$ cat src/rtl/alu_ctrl_pkg.sv
// ============================================================================
// Package  : alu_ctrl_pkg
// Brief    : Shared widths, sequencer state encoding and command type for the
//            ALU command sequencer.
// Revision : 1.0 - initial release
// ============================================================================
`default_nettype none

package alu_ctrl_pkg;

  localparam int ALU_WIDTH = 8;
  localparam int ALU_OPW   = 3;

  typedef enum logic [1:0] {
    IDLE = 2'd0,
    WAIT = 2'd1,
    HOLD = 2'd2
  } seq_state_t;

  typedef struct packed {
    logic [ALU_OPW-1:0]   op;
    logic [ALU_WIDTH-1:0] a;
    logic [ALU_WIDTH-1:0] b;
  } alu_cmd_t;

  // Latency counter width; never narrower than one bit.
  function automatic int cnt_width(input int lat);
    return (lat < 1) ? 1 : $clog2(lat + 1);
  endfunction

endpackage

`default_nettype wire

$ cat src/rtl/alu_cmd_fifo.sv
// ============================================================================
// Module   : alu_cmd_fifo
// Brief    : Registered-count synchronous FIFO holding pending ALU commands.
// Revision : 1.0 - initial release
// ============================================================================
`default_nettype none

module alu_cmd_fifo #(
  parameter int  DW    = 14,
  parameter int  DEPTH = 4,
  localparam int AW    = $clog2(DEPTH),
  localparam int CW    = $clog2(DEPTH + 1)
) (
  input  logic          clk,
  input  logic          rst,
  input  logic          push_i,
  input  logic [DW-1:0] data_i,
  input  logic          pop_i,
  output logic [DW-1:0] data_o,
  output logic          full_o,
  output logic          empty_o,
  output logic [CW-1:0] count_o
);

  logic [DW-1:0] mem_q [DEPTH];
  logic [AW-1:0] wr_ptr_q, wr_ptr_d;
  logic [AW-1:0] rd_ptr_q, rd_ptr_d;
  logic [CW-1:0] count_q, count_d;
  logic          w_push_ok;
  logic          w_pop_ok;

  assign full_o    = (count_q == CW'(DEPTH));
  assign empty_o   = (count_q == '0);
  assign count_o   = count_q;
  assign data_o    = mem_q[rd_ptr_q];
  assign w_push_ok = push_i && !full_o;
  assign w_pop_ok  = pop_i && !empty_o;

  always_comb begin
    wr_ptr_d = wr_ptr_q;
    rd_ptr_d = rd_ptr_q;
    count_d  = count_q;
    if (w_push_ok) wr_ptr_d = wr_ptr_q + 1'b1;
    if (w_pop_ok)  rd_ptr_d = rd_ptr_q + 1'b1;
    case ({w_push_ok, w_pop_ok})
      2'b10:   count_d = count_q + 1'b1;
      2'b01:   count_d = count_q - 1'b1;
      default: count_d = count_q;
    endcase
  end

  always_ff @(posedge clk or posedge rst) begin
    if (rst) begin
      wr_ptr_q <= '0;
      rd_ptr_q <= '0;
      count_q  <= '0;
    end else begin
      wr_ptr_q <= wr_ptr_d;
      rd_ptr_q <= rd_ptr_d;
      count_q  <= count_d;
    end
  end

  // Storage carries no reset; validity is tracked entirely by count_q.
  always_ff @(posedge clk) begin
    if (w_push_ok) mem_q[wr_ptr_q] <= data_i;
  end

endmodule

`default_nettype wire

$ cat src/rtl/alu_cmd_sequencer.sv
// ============================================================================
// Module   : alu_cmd_sequencer
// Brief    : Buffers ALU commands, issues them one at a time, waits out the
//            ALU latency and hands the captured result downstream.
//            Define ALU_CMD_SEQ_STATS_EN to add done_cnt/stall_cnt outputs.
// Revision : 1.0 - initial release
// ============================================================================
`default_nettype none

module alu_cmd_sequencer
  import alu_ctrl_pkg::*;
#(
  parameter int WIDTH   = ALU_WIDTH,
  parameter int OPW     = ALU_OPW,
  parameter int DEPTH   = 4,
  parameter int ALU_LAT = 1
) (
  input  logic             clk,
  input  logic             rst,
  input  logic             cmd_valid,
  output logic             cmd_ready,
  input  logic [OPW-1:0]   cmd_op,
  input  logic [WIDTH-1:0] cmd_a,
  input  logic [WIDTH-1:0] cmd_b,
  output logic [WIDTH-1:0] alu_a,
  output logic [WIDTH-1:0] alu_b,
  output logic [OPW-1:0]   alu_op,
  input  logic [WIDTH-1:0] alu_r,
  output logic             res_valid,
  input  logic             res_ready,
  output logic [WIDTH-1:0] res_data,
  output logic [OPW-1:0]   res_op,
`ifdef ALU_CMD_SEQ_STATS_EN
  output logic             busy,
  output logic [15:0]      done_cnt,
  output logic [15:0]      stall_cnt
`else
  output logic             busy
`endif
);

  localparam int CMDW = OPW + 2 * WIDTH;
  localparam int CNTW = cnt_width(ALU_LAT);
  localparam int CW   = $clog2(DEPTH + 1);

  logic            fifo_push;
  logic            fifo_pop;
  logic            fifo_full;
  logic            fifo_empty;
  logic [CW-1:0]   fifo_count;
  logic [CMDW-1:0] fifo_head;
  logic            w_issue;

  seq_state_t       state_q, state_d;
  logic [CNTW-1:0]  wait_q, wait_d;
  logic [WIDTH-1:0] alu_a_q, alu_a_d;
  logic [WIDTH-1:0] alu_b_q, alu_b_d;
  logic [OPW-1:0]   alu_op_q, alu_op_d;
  logic [WIDTH-1:0] res_data_q, res_data_d;
  logic [OPW-1:0]   res_op_q, res_op_d;
  logic             res_valid_q, res_valid_d;

  assign cmd_ready = !fifo_full;
  assign fifo_push = cmd_valid && !fifo_full;

  alu_cmd_fifo #(
    .DW    (CMDW),
    .DEPTH (DEPTH)
  ) u_fifo (
    .clk     (clk),
    .rst     (rst),
    .push_i  (fifo_push),
    .data_i  ({cmd_op, cmd_a, cmd_b}),
    .pop_i   (fifo_pop),
    .data_o  (fifo_head),
    .full_o  (fifo_full),
    .empty_o (fifo_empty),
    .count_o (fifo_count)
  );

  // A new command launches from IDLE, or from HOLD on the very edge the
  // current result is accepted, so back-to-back issue costs no extra cycle.
  assign w_issue = !fifo_empty &&
                   ((state_q == IDLE) || ((state_q == HOLD) && res_ready));

  always_comb begin
    state_d     = state_q;
    wait_d      = wait_q;
    alu_a_d     = alu_a_q;
    alu_b_d     = alu_b_q;
    alu_op_d    = alu_op_q;
    res_data_d  = res_data_q;
    res_op_d    = res_op_q;
    res_valid_d = res_valid_q;
    fifo_pop    = 1'b0;

    case (state_q)
      IDLE: state_d = IDLE;
      WAIT: begin
        if (wait_q == '0) begin
          res_data_d  = alu_r;
          res_op_d    = alu_op_q;
          res_valid_d = 1'b1;
          state_d     = HOLD;
        end else begin
          wait_d = wait_q - 1'b1;
        end
      end
      HOLD: begin
        if (res_ready) begin
          res_valid_d = 1'b0;
          state_d     = IDLE;
        end
      end
      default: state_d = IDLE;
    endcase

    if (w_issue) begin
      fifo_pop                       = 1'b1;
      {alu_op_d, alu_a_d, alu_b_d}   = fifo_head;
      wait_d                         = CNTW'(ALU_LAT);
      state_d                        = WAIT;
    end
  end

  always_ff @(posedge clk or posedge rst) begin
    if (rst) begin
      state_q     <= IDLE;
      wait_q      <= '0;
      alu_a_q     <= '0;
      alu_b_q     <= '0;
      alu_op_q    <= '0;
      res_data_q  <= '0;
      res_op_q    <= '0;
      res_valid_q <= 1'b0;
    end else begin
      state_q     <= state_d;
      wait_q      <= wait_d;
      alu_a_q     <= alu_a_d;
      alu_b_q     <= alu_b_d;
      alu_op_q    <= alu_op_d;
      res_data_q  <= res_data_d;
      res_op_q    <= res_op_d;
      res_valid_q <= res_valid_d;
    end
  end

  assign alu_a     = alu_a_q;
  assign alu_b     = alu_b_q;
  assign alu_op    = alu_op_q;
  assign res_data  = res_data_q;
  assign res_op    = res_op_q;
  assign res_valid = res_valid_q;
  assign busy      = (state_q != IDLE) || (fifo_count != '0);

`ifdef ALU_CMD_SEQ_STATS_EN
  logic [15:0] done_cnt_q;
  logic [15:0] stall_cnt_q;

  // done_cnt wraps freely; stall_cnt sticks at its maximum.
  always_ff @(posedge clk or posedge rst) begin
    if (rst) begin
      done_cnt_q  <= '0;
      stall_cnt_q <= '0;
    end else begin
      if (res_valid_q && res_ready) done_cnt_q <= done_cnt_q + 16'd1;
      if ((state_q == HOLD) && !res_ready && (stall_cnt_q != 16'hFFFF))
        stall_cnt_q <= stall_cnt_q + 16'd1;
    end
  end

  assign done_cnt  = done_cnt_q;
  assign stall_cnt = stall_cnt_q;
`endif

endmodule

`default_nettype wire

$ cat config.mk
export PLATFORM = sky130hd
export DESIGN_NAME = alu_cmd_sequencer
export DESIGN_NICKNAME = d
export VERILOG_FILES = /design/src/rtl/alu_ctrl_pkg.sv /design/src/rtl/alu_cmd_fifo.sv /design/src/rtl/alu_cmd_sequencer.sv
export SDC_FILE = /design/constraint.sdc
export NUM_CORES = 1
export LEC_CHECK = 0
export ABC_AREA = 1
export CAP_MARGIN = 5
export CORE_ASPECT_RATIO = 1.5
export CORE_MARGIN = 1.5
export CORE_UTILIZATION = 35
export DETAILED_ROUTE_END_ITERATION = 8
export PLACE_DENSITY = 0.65
export REMOVE_ABC_BUFFERS = 1
export SYNTH_ARGS = -nofsm -noshare
export SYNTH_HDL_FRONTEND = slang
export SYNTH_HIERARCHICAL = 1
export SYNTH_SLANG_ARGS = --single-unit
$ cat constraint.sdc
create_clock -name clk -period 4.8 [get_ports clk]
set_clock_uncertainty 0.2 [all_clocks]
set_input_delay 0.96 -clock clk [delete_from_list [all_inputs] [get_ports clk]]
set_output_delay 0.96 -clock clk [all_outputs]
set_load 0.05 [all_outputs]
# After elaboration in Yosys (flattened, before gate mapping)
# Memory sizes are Yosys's and may differ from the RTL's. A register that Yosys moved wholly into a read port is not among the register bits.
# Index checks and enable logic that the tools add are counted.
# Widths: inputs -> output; s select.
[op_classes]
addsub = 5
n_eq_ne = 9
mux = 14
bitwise = 1
n_reduce_logical = 19
[ops]
columns = ["operator", "n"]
rows = [
  ["$mux 1", 8],
  ["$reduce_bool 2->1", 4],
  ["$mux 2", 3],
  ["$ne 3x3->1 const B", 2],
  ["$pmux 3 s2", 1],
  ["$logic_and 1x1->1", 5],
  ["$add 2x1->2 const B", 2],
  ["$eq 2x1->1 const B", 2],
  ["$eq 2x2->1 const B", 2],
  ["$ne 2x2->1 const B", 2],
  ["$pmux 2 s2", 1],
  ["$reduce_and 2->1", 2],
  ["$add 3x1->3 const B", 1],
  ["$eq 3x3->1 const B", 1],
  ["$logic_not 3->1", 1],
  ["$reduce_and 3->1", 1],
  ["$reduce_bool 3->1", 1],
  ["$sub 3x1->3 const B", 1],
  ["$logic_not 1->1", 2],
  ["$logic_not 2->1", 1],
  ["$logic_or 1x1->1", 2],
  ["$pmux 1 s2", 1],
  ["$not 1->1", 1],
  ["$sub 1x1->1 const B", 1],
]
[totals]
ff_bits = 22
ram_bits = 76
inputBits = 31
out_inout_bits = 33
wordCells = 57
memories = 1
[memory_table]
columns = ["memory", "depth", "width", "read_ports", "rd_ports_with_merged_regs", "write_ports", "line_no", "source"]
rows = [
  ["u_fifo.mem_q", 4, 19, 1, 1, 1, "alu_cmd_fifo.sv:25", "logic [DW-1:0] mem_q [DEPTH];"],
]

# Logic depth before layout (Yosys ltp)
# Gate-level depths: netlist (run 1).
[depth]
ltp_word = 8
depth_mapped = 17
mapped_depth_nobuf = 16

# Hierarchy
# Netlist (run 1), hierarchy kept.
[modules_own_cells]
columns = ["mod", "n_inst", "cells_each", "area_each_um2", "seq_area_each_um2"]
rows = [
  ["alu_cmd_fifo", 1, 284, 3616.0, 2457.4],
  ["alu_cmd_sequencer", 1, 156, 1417.6, 850.8],
]

# Worst setup path after synthesis (run 1)
# Ideal clock, no wire load.
[synth_path]
kind = "in2reg"
startpoint = "in res_ready"
endpoint = "reg u_fifo.count_q[2] (netlist: u_fifo/count_o[2])"
setup_ns = 0.117
t_arrival_ns = 2.413
required_ns = 4.483
path_slack_ns = 2.070
cell_stages = 14
n_path_buf = 1
cell_sequence = "inv_1 -> a21oi_2 -> nand2_1 -> buf_4 -> inv_1 -> nand2_1 -> inv_1 -> ha_1 -> inv_1 -> fa_1 -> nand2_1 -> nand3_1 -> nand2_1 -> nand2_1"
[synth_between]
elab_chain_len = 7
elab_cells_between_ends = 9
cone_classes = "eq/ne: 2; mux: 2; reduce/logical: 5"
[synth_rtl]
columns = ["element", "line_no", "source"]
rows = [
  ["from (decl)", "alu_cmd_sequencer.sv:30", "input logic res_ready,"],
  ["$logic_and 1x1->1 *", "alu_cmd_sequencer.sv:84", "((state_q == IDLE) || ((state_q == HOLD) && res_ready));"],
  ["$logic_or 1x1->1 *", "alu_cmd_sequencer.sv:84", ""],
  ["$logic_and 1x1->1 *", "alu_cmd_sequencer.sv:83", "assign w_issue = !fifo_empty &&"],
  ["$mux 1 *", "alu_cmd_sequencer.sv:118", "if (w_issue) begin"],
  ["via fifo_pop", "alu_cmd_sequencer.sv:47", "logic fifo_pop;"],
  ["$logic_and 1x1->1 *", "alu_cmd_fifo.sv:37", "assign w_pop_ok = pop_i && !empty_o;"],
  ["via u_fifo.w_pop_ok", "alu_cmd_fifo.sv:30", "logic w_pop_ok;"],
  ["$eq 2x1->1 or $eq 2x2->1 (tied branches)", "alu_cmd_fifo.sv:45", "case ({w_push_ok, w_pop_ok})"],
  ["$pmux 3 s2 or $reduce_bool 2->1 (tied branches)", "n/a", ""],
  ["to (signal assigned)", "alu_cmd_fifo.sv:60", "count_q <= count_d;"],
  ["to (decl)", "alu_cmd_fifo.sv:28", "logic [CW-1:0] count_q, count_d;"],
]
# Mark *: on every way through the listed nets, which the timed path passes. The rest lies on a longest branch.
# A chain may end at the register's enable or synchronous reset.

# Worst setup path in the final report (run 1)
[layout_path]
startpoint = "reg u_fifo.count_q[1] (netlist: u_fifo/count_o[1])"
endpoint = "out cmd_ready"
[layout_between]
elab_chain_len = 2
[layout_rtl]
columns = ["element", "line_no", "source"]
rows = [
  ["$eq 3x3->1", "alu_cmd_fifo.sv:32", "assign full_o = (count_q == CW'(DEPTH));"],
  ["via fifo_full", "alu_cmd_sequencer.sv:48", "logic fifo_full;"],
  ["$logic_not 1->1", "alu_cmd_sequencer.sv:63", "assign cmd_ready = !fifo_full;"],
  ["to (decl)", "alu_cmd_sequencer.sv:21", "output logic cmd_ready,"],
]
# The timed path passes the listed nets, and every way through them passes these cells.

==> results of run 1 <==
-- per-layer routing --
metal  vias to the layer above  part of all wire (%)  track usage (%)
li1                       1598                     -                -
met4                         0                   2.3            7.153
met2                        79                    55            26.93
met3                        19                   4.1            3.176
met1                      1546                    39            14.63
met5                         -                     0                0
-- metrics by stage --
step | hold WS (ns) | power [mW] | util [%] | setup slack [ns]
3_3_place_gp | 0.2528 | 3.493 | 41.31 | 1.421
5_1_grt | 0.2797 | 5.095 | 45.57 | 1.480
3_5_place_dp | 0.2579 | 3.552 | 41.31 | 1.362
6_report | 0.2661 | 4.792 | 45.57 | 1.718
2_1_floorplan | 0.2501 | 2.911 | - | 1.428
4_1_cts | 0.2705 | 4.838 | 45.57 | 1.686
-- state kept, by name (all words and copies together), names as in the netlist, 2 cells and up --
register / flops
u_fifo/count_o: 3
u_fifo/rd_ptr_q: 2
u_fifo/mem_q: 76
alu_b: 8
alu_op: 3
state_q: 2
res_data: 8
res_op: 3
u_fifo/wr_ptr_q: 2
alu_a: 8
-- critical path, stage by stage (launching register included) --
cell,delay [ns]
sky130_fd_sc_hd__dfrtp_1,0.39
sky130_fd_sc_hd__inv_2,0.07
sky130_fd_sc_hd__nand3_1,0.14
sky130_fd_sc_hd__inv_1,0.07
sky130_fd_sc_hd__inv_1,0.05
sky130_fd_sc_hd__clkdlybuf4s50_1,0.79
-- worst max path at each step --
| stage | from | end | cells after the start | slack [ns] |
|---|---|---|---|---|
| 2_1_floorplan | res_ready | u_fifo/count_o[2] | 13 | 1.43 |
| 5_1_grt | res_ready | u_fifo/count_o[2] | 15 | 1.48 |
| 3_3_place_gp | res_ready | u_fifo/count_o[2] | 15 | 1.42 |
| 4_1_cts | u_fifo/count_o[1] | cmd_ready | 5 | 1.69 |
| 6_report | u_fifo/count_o[1] | cmd_ready | 5 | 1.72 |
| 3_5_place_dp | res_ready | u_fifo/count_o[2] | 15 | 1.36 |
-- cell families after synthesis --
logic type	Yosys count	synth area share, %
AOI/OAI and AO/OA	43	9.172
xor gates and xnor gates	1	0.1740
adders and majority gates	6	1.641
buffers and inverters	88	8.153
DFF	117	65.72
and+or+nand+nor	185	15.14
-- cells in the final DEF, fill, tap and decap left out --
| cell type | n |
|---|---|
| sky130_fd_sc_hd__a21oi_2 | 1 |
| sky130_fd_sc_hd__buf_4 | 7 |
| sky130_fd_sc_hd__bufinv_16 | 4 |
| sky130_fd_sc_hd__clkbuf_1 | 4 |
| sky130_fd_sc_hd__clkbuf_16 | 17 |
| sky130_fd_sc_hd__clkdlybuf4s50_1 | 63 |
| sky130_fd_sc_hd__clkinv_1 | 3 |
| sky130_fd_sc_hd__clkinv_2 | 2 |
| sky130_fd_sc_hd__clkinv_4 | 1 |
| sky130_fd_sc_hd__clkinvlp_4 | 1 |
| sky130_fd_sc_hd__dfrtp_1 | 41 |
| sky130_fd_sc_hd__edfxtp_1 | 76 |
| sky130_fd_sc_hd__fa_1 | 1 |
| sky130_fd_sc_hd__ha_1 | 5 |
| sky130_fd_sc_hd__inv_1 | 63 |
| sky130_fd_sc_hd__inv_2 | 4 |
| sky130_fd_sc_hd__nand2_1 | 137 |
| sky130_fd_sc_hd__nand2_4 | 1 |
| sky130_fd_sc_hd__nand3_1 | 38 |
| sky130_fd_sc_hd__nand4_1 | 1 |
| sky130_fd_sc_hd__nor2_1 | 1 |
| sky130_fd_sc_hd__nor2_2 | 4 |
| sky130_fd_sc_hd__nor2_4 | 1 |
| sky130_fd_sc_hd__nor3_1 | 2 |
| sky130_fd_sc_hd__o211ai_1 | 9 |
| sky130_fd_sc_hd__o211ai_2 | 29 |
| sky130_fd_sc_hd__o21ai_0 | 3 |
| sky130_fd_sc_hd__o31ai_1 | 1 |
| sky130_fd_sc_hd__xnor2_1 | 1 |
-- power breakdown --
group          total (mW)  internal [mW]  switching, mW
combinational        1.98          0.620           1.36
sequential           1.54           1.40          0.142
clock                1.27          0.860          0.411
total                4.79           2.88           1.91
-- area by class of cell --
type	instances	area [um2]
Clock inverter	11	157.7
Tap cell	192	240.2
Fill cell	1298	7652
Inverter	67	251.5
Timing Repair Buffer	70	683.2
Multi-Input combinational cell	235	1325
Sequential cell	117	3308
Clock buffer	21	440.4
==> reports/summary.log, run 1 <==
[worst_setup_path] worst-case register-to-register setup slack 1.93 ns
[logic_synthesis] Mapped Area 5034 um2
[logic_synthesis] post-synthesis area per instance 11.44 um2
[timing] min cycle time layout 3.082 ns
[timing] final-report max-slew violation count 0
[logic_synthesis] fraction of registers with async set or reset after synthesis 35.04%
[pwr] IR Drop Worst-Case VDD 254.2 uV
[placement] final weighted congestion in routability-driven placement 0.7270
[logic_synthesis] EDFF count, synth 76
[clock_tree] post-CTS setup buffer count 0
[detailed_routing] via density per instance 4.547
[worst_setup_path] r2r endpoint u_fifo/count_o[2]
[logic_synthesis] synth top area cells sky130_fd_sc_hd__edfxtp_1 45%, sky130_fd_sc_hd__dfrtp_1 20%, sky130_fd_sc_hd__nand2_1 10%
[timing] Final setup viols 0
[logic_synthesis] cell type with the highest aggregate area in the netlist sky130_fd_sc_hd__edfxtp_1
[job] total of max-cap violations 0
[cells_and_area] Final Instance Count excl. Fillers 713
[timing] total negative setup slack 0 ns
[clock_tree] clk buf depth 2
[clock_tree] sink count of the clock tree 117
[detailed_routing] total vias in the final route 3242
[placement] dpl hpwl 6286 um
[logic_synthesis] share of the yosys chip area belonging to registers 65.72%
[global_route] largest net degree at the start of global routing 57
[timing] final cycle utilization of the critical path 64.21%
[floorplan] die boundary height 149.9 um
[timing] setup repair after global routing missed its margin false
[detailed_routing] starting DRC count in detailed routing 97
[global_route] initial antenna violation count 0
[timing] Fin. Hold Viols 0
[timing] Slew @ Worst Pin 1.123 ns
[timing] Max Clk Rate 324.4 MHz
[global_route] gr ovfl total 0
[clock_tree] number of CTS-inserted buffers 17
[floorplan] area inside the core boundary 14060 um2
[logic_synthesis] prevailing post-synth register cell sky130_fd_sc_hd__edfxtp_1
[worst_setup_path] Worst setup EP type output pin
[logic_synthesis] instance count of the mapped netlist 440
[clock_tree] H-tree levels 4
[cells_and_area] number of nets in the layout 545
[clock_tree] CTS clock-pin slew for the worst setup and hold paths 0.05 ns
[detailed_routing] number of remaining DRC errors 0
[logic_synthesis] Synth Warn # 6
[placement] cell total after placement 681
[worst_setup_path] data required time of the worst path 3.64 ns
[worst_setup_path] Arrival @ worst endpoint 1.92 ns
[worst_setup_path] startpoint type of the worst setup path register
[global_route] vias in the first global route 3423
[cells_and_area] number of antenna diodes 0
[logic_synthesis] count leader, synth sky130_fd_sc_hd__nand2_1
[pwr] PwrDens 748.0 nW/um2
[global_route] global-route usage over all layers 14.33%
[timing] headroom to the max-slew limit 25.07%
[floorplan] Die Span X 100.9 um
[logic_synthesis] Synth top area share 45.34%
[worst_hold_path] type of the worst min-delay path register to register
[detailed_routing] ANT nets after route 0
[worst_setup_path] source of the worst register-to-register timing path u_fifo/count_o[1]
[pwr] leakage dissipation 2.798 nW
[worst_hold_path] Hold EP res_data[7]
[detailed_routing] WL per Instance 13.90 um
[clock_tree] TritonCTS clock tree built
[floorplan] number of placement rows 53
[worst_setup_path] Critical Setup Path Class register to output pin
[run_status] status completed
[logic_synthesis] leading cell types by count after synthesis 137 x sky130_fd_sc_hd__nand2_1, 76 x sky130_fd_sc_hd__edfxtp_1, 63 x sky130_fd_sc_hd__inv_1
[detailed_routing] total wirelength of the detailed-routed design 9908 um
[worst_hold_path] Hold Crit Depth 2
[floorplan] die area 15120 um2
[clock_tree] post-CTS resize count 0
[worst_hold_path] worst hold start res_data[7]
[logic_synthesis] number of library cell types mapped by synthesis 23
[worst_setup_path] depth of the worst register-to-register path 15
[placement] Port Buf Inserts 63
[floorplan] Initial Utilization 35.80%
[worst_setup_path] worst-path fanout max 4
[cells_and_area] layout cells sized above 1 13.82%
[clock_tree] root buffer selected by CTS sky130_fd_sc_hd__clkbuf_16
[placement] DP Area 5808 um2
[clock_tree] source-to-sink clock delay at the later pin of the worst-skew pair 0.41 ns
[floorplan] num ports 64
[detailed_routing] number of detailed-route iterations in the first pass 4
[clock_tree] number of buffers added to fix hold violations after cts 0
[cells_and_area] Non-Filler Cell Area, Final 6406 um2
[logic_synthesis] synthesis-stage register bit count 117
[global_route] first-pass GRT wire length 16260 um
[cells_and_area] growth of design area from synthesis to finish 27.27%
Power figures use the tool's default switching activity.
==> run 2, diff against run 1 <==
- clock period: 4.8 -> 3.1 ns (I/O delays scaled with it)
==> run 2 against run 1 <==
Compared with the run above: combinational power is 58% higher; wire length is 2.0% higher; register-to-register slack worse by 1.2 ns; sequential share of layout area is 0.28 points lower; setup slack worse by 1.4 ns; critical endpoint unchanged.
==> reports/summary.log, run 2 (synthesized netlist as in run 1, its figures left out) <==
[pwr] IR Drop Worst-Case VDD 465.3 uV
[cells_and_area] register with the most flip-flops u_fifo/mem_q
[detailed_routing] WL per Instance 14.03 um
[cells_and_area] highest-count cells in the layout ignoring fill and taps 137 x sky130_fd_sc_hd__nand2_1, 76 x sky130_fd_sc_hd__edfxtp_1, 63 x sky130_fd_sc_hd__inv_1, 63 x sky130_fd_sc_hd__clkdlybuf4s50_1, 41 x sky130_fd_sc_hd__dfrtp_1
[worst_hold_path] type of the worst min-delay path input pin to async pin
[clock_tree] CTS clock-pin slew for the worst setup and hold paths 0.05 ns
[timing] Fin. Hold Viols 0
[timing] Slew @ Worst Pin 0.6597 ns
[floorplan] num ports 64
[global_route] GR Util met2 27.50%
[clock_tree] post-CTS setup buffer count 0
[global_route] gr ovfl total 0
[timing] Max Clk Rate 362.8 MHz
[global_route] largest net degree at the start of global routing 36
[cells_and_area] Largest register FFs 76
[pwr] Sw Share 40.28%
[cells_and_area] area of the multi-input gates 1325 um2
[global_route] initial antenna violation count 0
[detailed_routing] total wirelength of the detailed-routed design 10110 um
[clock_tree] source-to-sink clock delay at the later pin of the worst-skew pair 0.41 ns
[global_route] met3 track utilization from global routing 4.390%
[detailed_routing] ANT nets after route 0
[worst_setup_path] Critical Setup Path Class register to output pin
[cells_and_area] most common library cell in the layout ignoring fill and taps sky130_fd_sc_hd__nand2_1
[cells_and_area] Final Instance Count excl. Fillers 720
[pwr] sequential fraction of design power 32.4%
[timing] final cycle utilization of the critical path 88.91%
[cells_and_area] number of nets in the layout 552
[clock_tree] clk buf depth 2
[worst_setup_path] Arrival @ worst endpoint 1.94 ns
[pwr] PwrDens 1148 nW/um2
[placement] final weighted congestion in routability-driven placement 0.7284
[cells_and_area] final design utilization 45.82%
[pwr] relative contribution of combinational cells to total power 42.2%
[global_route] first-pass GRT wire length 16550 um
[global_route] met1 usage 14.84%
[timing] setup repair after global routing missed its margin false
[detailed_routing] total vias in the final route 3274
[detailed_routing] number of remaining DRC errors 0
[cells_and_area] growth of design area from synthesis to finish 27.96%
[cells_and_area] sequential cell area in the final layout 3308 um2
[cells_and_area] number of antenna diodes 0
[worst_setup_path] data required time of the worst path 2.28 ns
[timing] headroom to the max-slew limit 55.96%
[run_status] status completed
[clock_tree] root buffer selected by CTS sky130_fd_sc_hd__clkbuf_16
[pwr] cell internal power dissipation 4.415 mW
[global_route] global-route usage over all layers 14.75%
[pwr] Switching Power 2.978 mW
[clock_tree] number of buffers added to fix hold violations after cts 0
[clock_tree] H-tree levels 4
[timing] Final setup viols 0
[pwr] power share of the clock group 25.4%
[detailed_routing] starting DRC count in detailed routing 89
[placement] cell total after placement 688
[floorplan] Die Span X 100.9 um
[timing] final-report max-slew violation count 0
[clock_tree] TritonCTS clock tree built
[worst_setup_path] startpoint type of the worst setup path register
[timing] total negative setup slack 0 ns
[pwr] leakage dissipation 2.823 nW
[worst_setup_path] worst-path fanout max 4
[worst_setup_path] Worst setup EP type output pin
[job] total of max-cap violations 0
[placement] dpl hpwl 6543 um
[clock_tree] post-CTS resize count 0
[detailed_routing] number of detailed-route iterations in the first pass 4
[floorplan] die area 15120 um2
[global_route] vias in the first global route 3455
[clock_tree] sink count of the clock tree 117
[timing] min cycle time layout 2.756 ns
[clock_tree] number of CTS-inserted buffers 17
[detailed_routing] via density per instance 4.547
[floorplan] number of placement rows 53
[floorplan] die boundary height 149.9 um
[floorplan] Initial Utilization 35.80%
[placement] Port Buf Inserts 63
[cells_and_area] filler cell count in the final layout 1292
[cells_and_area] layout cells sized above 1 15.72%
[global_route] global routing's busiest layer met2
[floorplan] area inside the core boundary 14060 um2
## run 2: changes by cell type in the layout (fill, tap and decap cells not counted), sizes merged
cell	before	now
clkinvlp	1	3
clkbuf	21	23
buf	7	14
clkinv	6	4
bufinv	4	2
## run 2: per-stage QoR
stage	setup slack [ns]	total power [mW]	instance area [um2]	hold WS, ns
global placement	0.3474	5.469	5861	0.2541
detailed placement	0.2585	5.573	5861	0.2593
global route	0.2613	7.862	6441	0.2980
finish	0.3439	7.392	6441	0.2691
CTS	0.3260	7.476	6441	0.2717
floorplan	0.06817	4.507	4875	0.2234
## run 2: layout make-up
| class | count | area share [%] |
|---|---|---|
| Clock buffer | 23 | 7.420 |
| Clock inverter | 9 | 1.593 |
| Inverter | 67 | 3.904 |
| Multi-Input combinational cell | 235 | 20.57 |
| Sequential cell | 117 | 51.36 |
| Tap cell | 192 | 3.730 |
| Timing Repair Buffer | 77 | 11.42 |
## run 2: final timing paths
kind	startpoint	end	slack, ns	cells past startpoint
hold / removal	rst	u_fifo/wr_ptr_q[1]	0.27	2
setup / recovery	u_fifo/count_o[1]	cmd_ready	0.34	5
setup reg to reg	u_fifo/count_o[0]	u_fifo/count_o[2]	0.71	12
hold reg to reg	res_op[2]	res_op[2]	0.27	2
max in group asynchronous	rst	alu_a[4]	1.90	3
min in group clk	res_op[2]	res_op[2]	0.27	2
## run 2: layer usage
layer | share of wire (%) | up-vias
met5 | 0 | -
met4 | 1.1 | 0
met3 | 3.9 | 12
met2 | 56 | 72
met1 | 39 | 1589
li1 | - | 1601
## run 2: critical path: stages (launching register included)
cell	delay (ns)
sky130_fd_sc_hd__dfrtp_1	0.38
sky130_fd_sc_hd__inv_2	0.07
sky130_fd_sc_hd__nand3_1	0.16
sky130_fd_sc_hd__inv_1	0.07
sky130_fd_sc_hd__inv_1	0.05
sky130_fd_sc_hd__clkdlybuf4s50_1	0.80
## run 2: power groups by stage
stage	combinational [mW]	sequential [mW]	clock (mW)
finish	3.12	2.39	1.88
global route	3.45	2.44	1.98
CTS	3.17	2.40	1.91
detailed placement	3.15	2.42	0
global placement	3.07	2.40	0
floorplan	1.41	3.10	0
==> run 3, diff against run 2 <==
- clock period: 3.1 -> 2.63 ns (I/O delays scaled with it)
==> run 3 against run 2 <==
Compared with the run above: setup slack worse by 0.070 ns; sequential power is 18% higher; sequential cell count stayed put; power is 17% higher; first-iteration DRC count is 29% higher; cell area is 0.31% higher; largest cell class unchanged; cell count is 0.28% higher; die area stayed put; global-route usage is 0.22 points lower.
==> reports/summary.log, run 3 (synthesized netlist as in run 1, its figures left out) <==
[run_status] status completed
[clock_tree] number of CTS-inserted buffers 17
[cells_and_area] Largest register FFs 76
[pwr] IR Drop Worst-Case VDD 516.2 uV
[worst_setup_path] data required time of the worst path 2.72 ns
[detailed_routing] number of detailed-route iterations in the first pass 4
[placement] Port Buf Inserts 63
[global_route] first-pass GRT wire length 16370 um
[timing] final-report max-slew violation count 0
[timing] total negative setup slack 0 ns
[clock_tree] root buffer selected by CTS sky130_fd_sc_hd__clkbuf_16
[worst_setup_path] Critical Setup Path Class input pin to register
[worst_hold_path] type of the worst min-delay path input pin to async pin
[floorplan] Initial Utilization 35.80%
[detailed_routing] via density per instance 4.547
[detailed_routing] starting DRC count in detailed routing 115
[detailed_routing] total wirelength of the detailed-routed design 10100 um
[floorplan] Die Span X 100.9 um
[detailed_routing] ANT nets after route 0
[worst_setup_path] worst-path fanout max 2
[detailed_routing] number of remaining DRC errors 0
[placement] DP Area 5936 um2
[pwr] total power draw 8.614 mW
[detailed_routing] WL per Instance 13.99 um
[cells_and_area] register with the most flip-flops u_fifo/mem_q
[cells_and_area] most common library cell in the layout ignoring fill and taps sky130_fd_sc_hd__nand2_1
[floorplan] die boundary height 149.9 um
[timing] headroom to the max-slew limit 65.86%
[floorplan] die area 15120 um2
[global_route] largest net degree at the start of global routing 61
[pwr] PwrDens 1333 nW/um2
[floorplan] number of placement rows 53
[clock_tree] source-to-sink clock delay at the later pin of the worst-skew pair 0.40 ns
[placement] final weighted congestion in routability-driven placement 0.7689
[timing] Max Clk Rate 424.4 MHz
[timing] Final setup viols 0
[timing] Slew @ Worst Pin 0.5106 ns
[cells_and_area] highest-count cells in the layout ignoring fill and taps 137 x sky130_fd_sc_hd__nand2_1, 76 x sky130_fd_sc_hd__edfxtp_1, 63 x sky130_fd_sc_hd__inv_1
[cells_and_area] Non-Filler Cell Area, Final 6461 um2
[clock_tree] post-CTS setup buffer count 0
[cells_and_area] growth of design area from synthesis to finish 28.36%
[clock_tree] number of buffers added to fix hold violations after cts 0
[job] total of max-cap violations 0
[pwr] leakage dissipation 2.828 nW
[worst_setup_path] Worst setup EP type register
[clock_tree] CTS clock-pin slew for the worst setup and hold paths 0.05 ns
[global_route] vias in the first global route 3438
[detailed_routing] total vias in the final route 3283
[global_route] initial antenna violation count 0
[cells_and_area] number of nets in the layout 554
[worst_setup_path] startpoint type of the worst setup path input pin
[cells_and_area] number of antenna diodes 0
[cells_and_area] layout cells sized above 1 15.66%
[timing] min cycle time layout 2.356 ns
[clock_tree] sink count of the clock tree 117
[clock_tree] clk buf depth 2
[floorplan] num ports 64
[floorplan] area inside the core boundary 14060 um2
[worst_setup_path] Arrival @ worst endpoint 2.45 ns
[global_route] gr ovfl total 0
[timing] setup repair after global routing missed its margin false
[clock_tree] TritonCTS clock tree built
[timing] Fin. Hold Viols 0
[placement] dpl hpwl 6519 um
[global_route] global-route usage over all layers 14.53%
[timing] final cycle utilization of the critical path 89.60%
[clock_tree] H-tree levels 4
[run 3: changes by cell type in the layout (fill, tap and decap cells not counted), sizes merged]
cell,before,now
clkbuf,23,18
clkinvlp,3,2
buf,14,17
clkinv,4,11
clkdlybuf4s50,63,61
dlymetal6s2s,0,1
bufinv,2,1
[run 3: area by class of cell]
class                      instances  area [um2]
tap                              192       240.2
inverter                          67       251.5
sequential                       117        3308
clock buffer                      18       429.2
clock inverter                    14       93.84
fill                            1296        7597
multi-input combinational        235        1325
timing repair buffer              79       813.3
[run 3: repair_timing]
action | CTS | global route
resized for setup | 0 | 1
endpoints found under the setup margin | 0 | 1
endpoints found under the hold margin | 0 | 0
[run 3: final timing paths]
path	from	end	slack, ns	cells past startpoint
worst max-delay path	res_ready	u_fifo/count_o[2]	0.27	14
worst min-delay path	rst	u_fifo/wr_ptr_q[0]	0.19	2
worst max register to register	u_fifo/count_o[2]	u_fifo/count_o[2]	0.32	15
worst min register to register	alu_a[2]	alu_a[2]	0.27	2
max in group asynchronous	rst	alu_a[1]	1.53	3
min in group clk	alu_a[2]	alu_a[2]	0.27	2
[run 3: layer usage]
| metal | GRT usage, % | share of wire, % | vias up |
|---|---|---|---|
| li1 | - | - | 1614 |
| met1 | 14.38 | 38 | 1580 |
| met2 | 27.84 | 56 | 70 |
| met3 | 3.783 | 4.1 | 19 |
| met4 | 6.389 | 2.0 | 0 |
| met5 | 0 | 0 | - |
[run 3: worst max-delay path: stages]
cell	delay (ns)
sky130_fd_sc_hd__clkdlybuf4s50_1	0.48
sky130_fd_sc_hd__inv_1	0.07
sky130_fd_sc_hd__a21oi_2	0.13
sky130_fd_sc_hd__nand2_1	0.08
sky130_fd_sc_hd__inv_1	0.07
sky130_fd_sc_hd__nand2_1	0.06
sky130_fd_sc_hd__inv_1	0.07
sky130_fd_sc_hd__ha_1	0.16
sky130_fd_sc_hd__inv_1	0.07
sky130_fd_sc_hd__fa_1	0.39
sky130_fd_sc_hd__nand2_1	0.11
sky130_fd_sc_hd__nand3_1	0.10
sky130_fd_sc_hd__nand2_1	0.09
sky130_fd_sc_hd__nand2_1	0.06
[run 3: report_power, final]
part           switching (mW)  leakage, nW  internal, mW  total (mW)
Sequential              0.268         1.20          2.56        2.82
Clock                   0.741        0.256          1.26        2.00
Combinational            2.52         1.38          1.27        3.79
[run 3: through the flow]
stage | hold WS, ns | util [%] | setup slack, ns | instances
2_1_floorplan | 0.1294 | - | -0.3078 | 419
3_3_place_gp | 0.2528 | 42.22 | -0.007694 | 690
3_5_place_dp | 0.2583 | 42.22 | -0.1039 | 690
4_1_cts | 0.1991 | 45.94 | 0.06825 | 722
5_1_grt | 0.2168 | 45.96 | 0.1198 | 722
6_report | 0.1919 | 45.96 | 0.2735 | 722
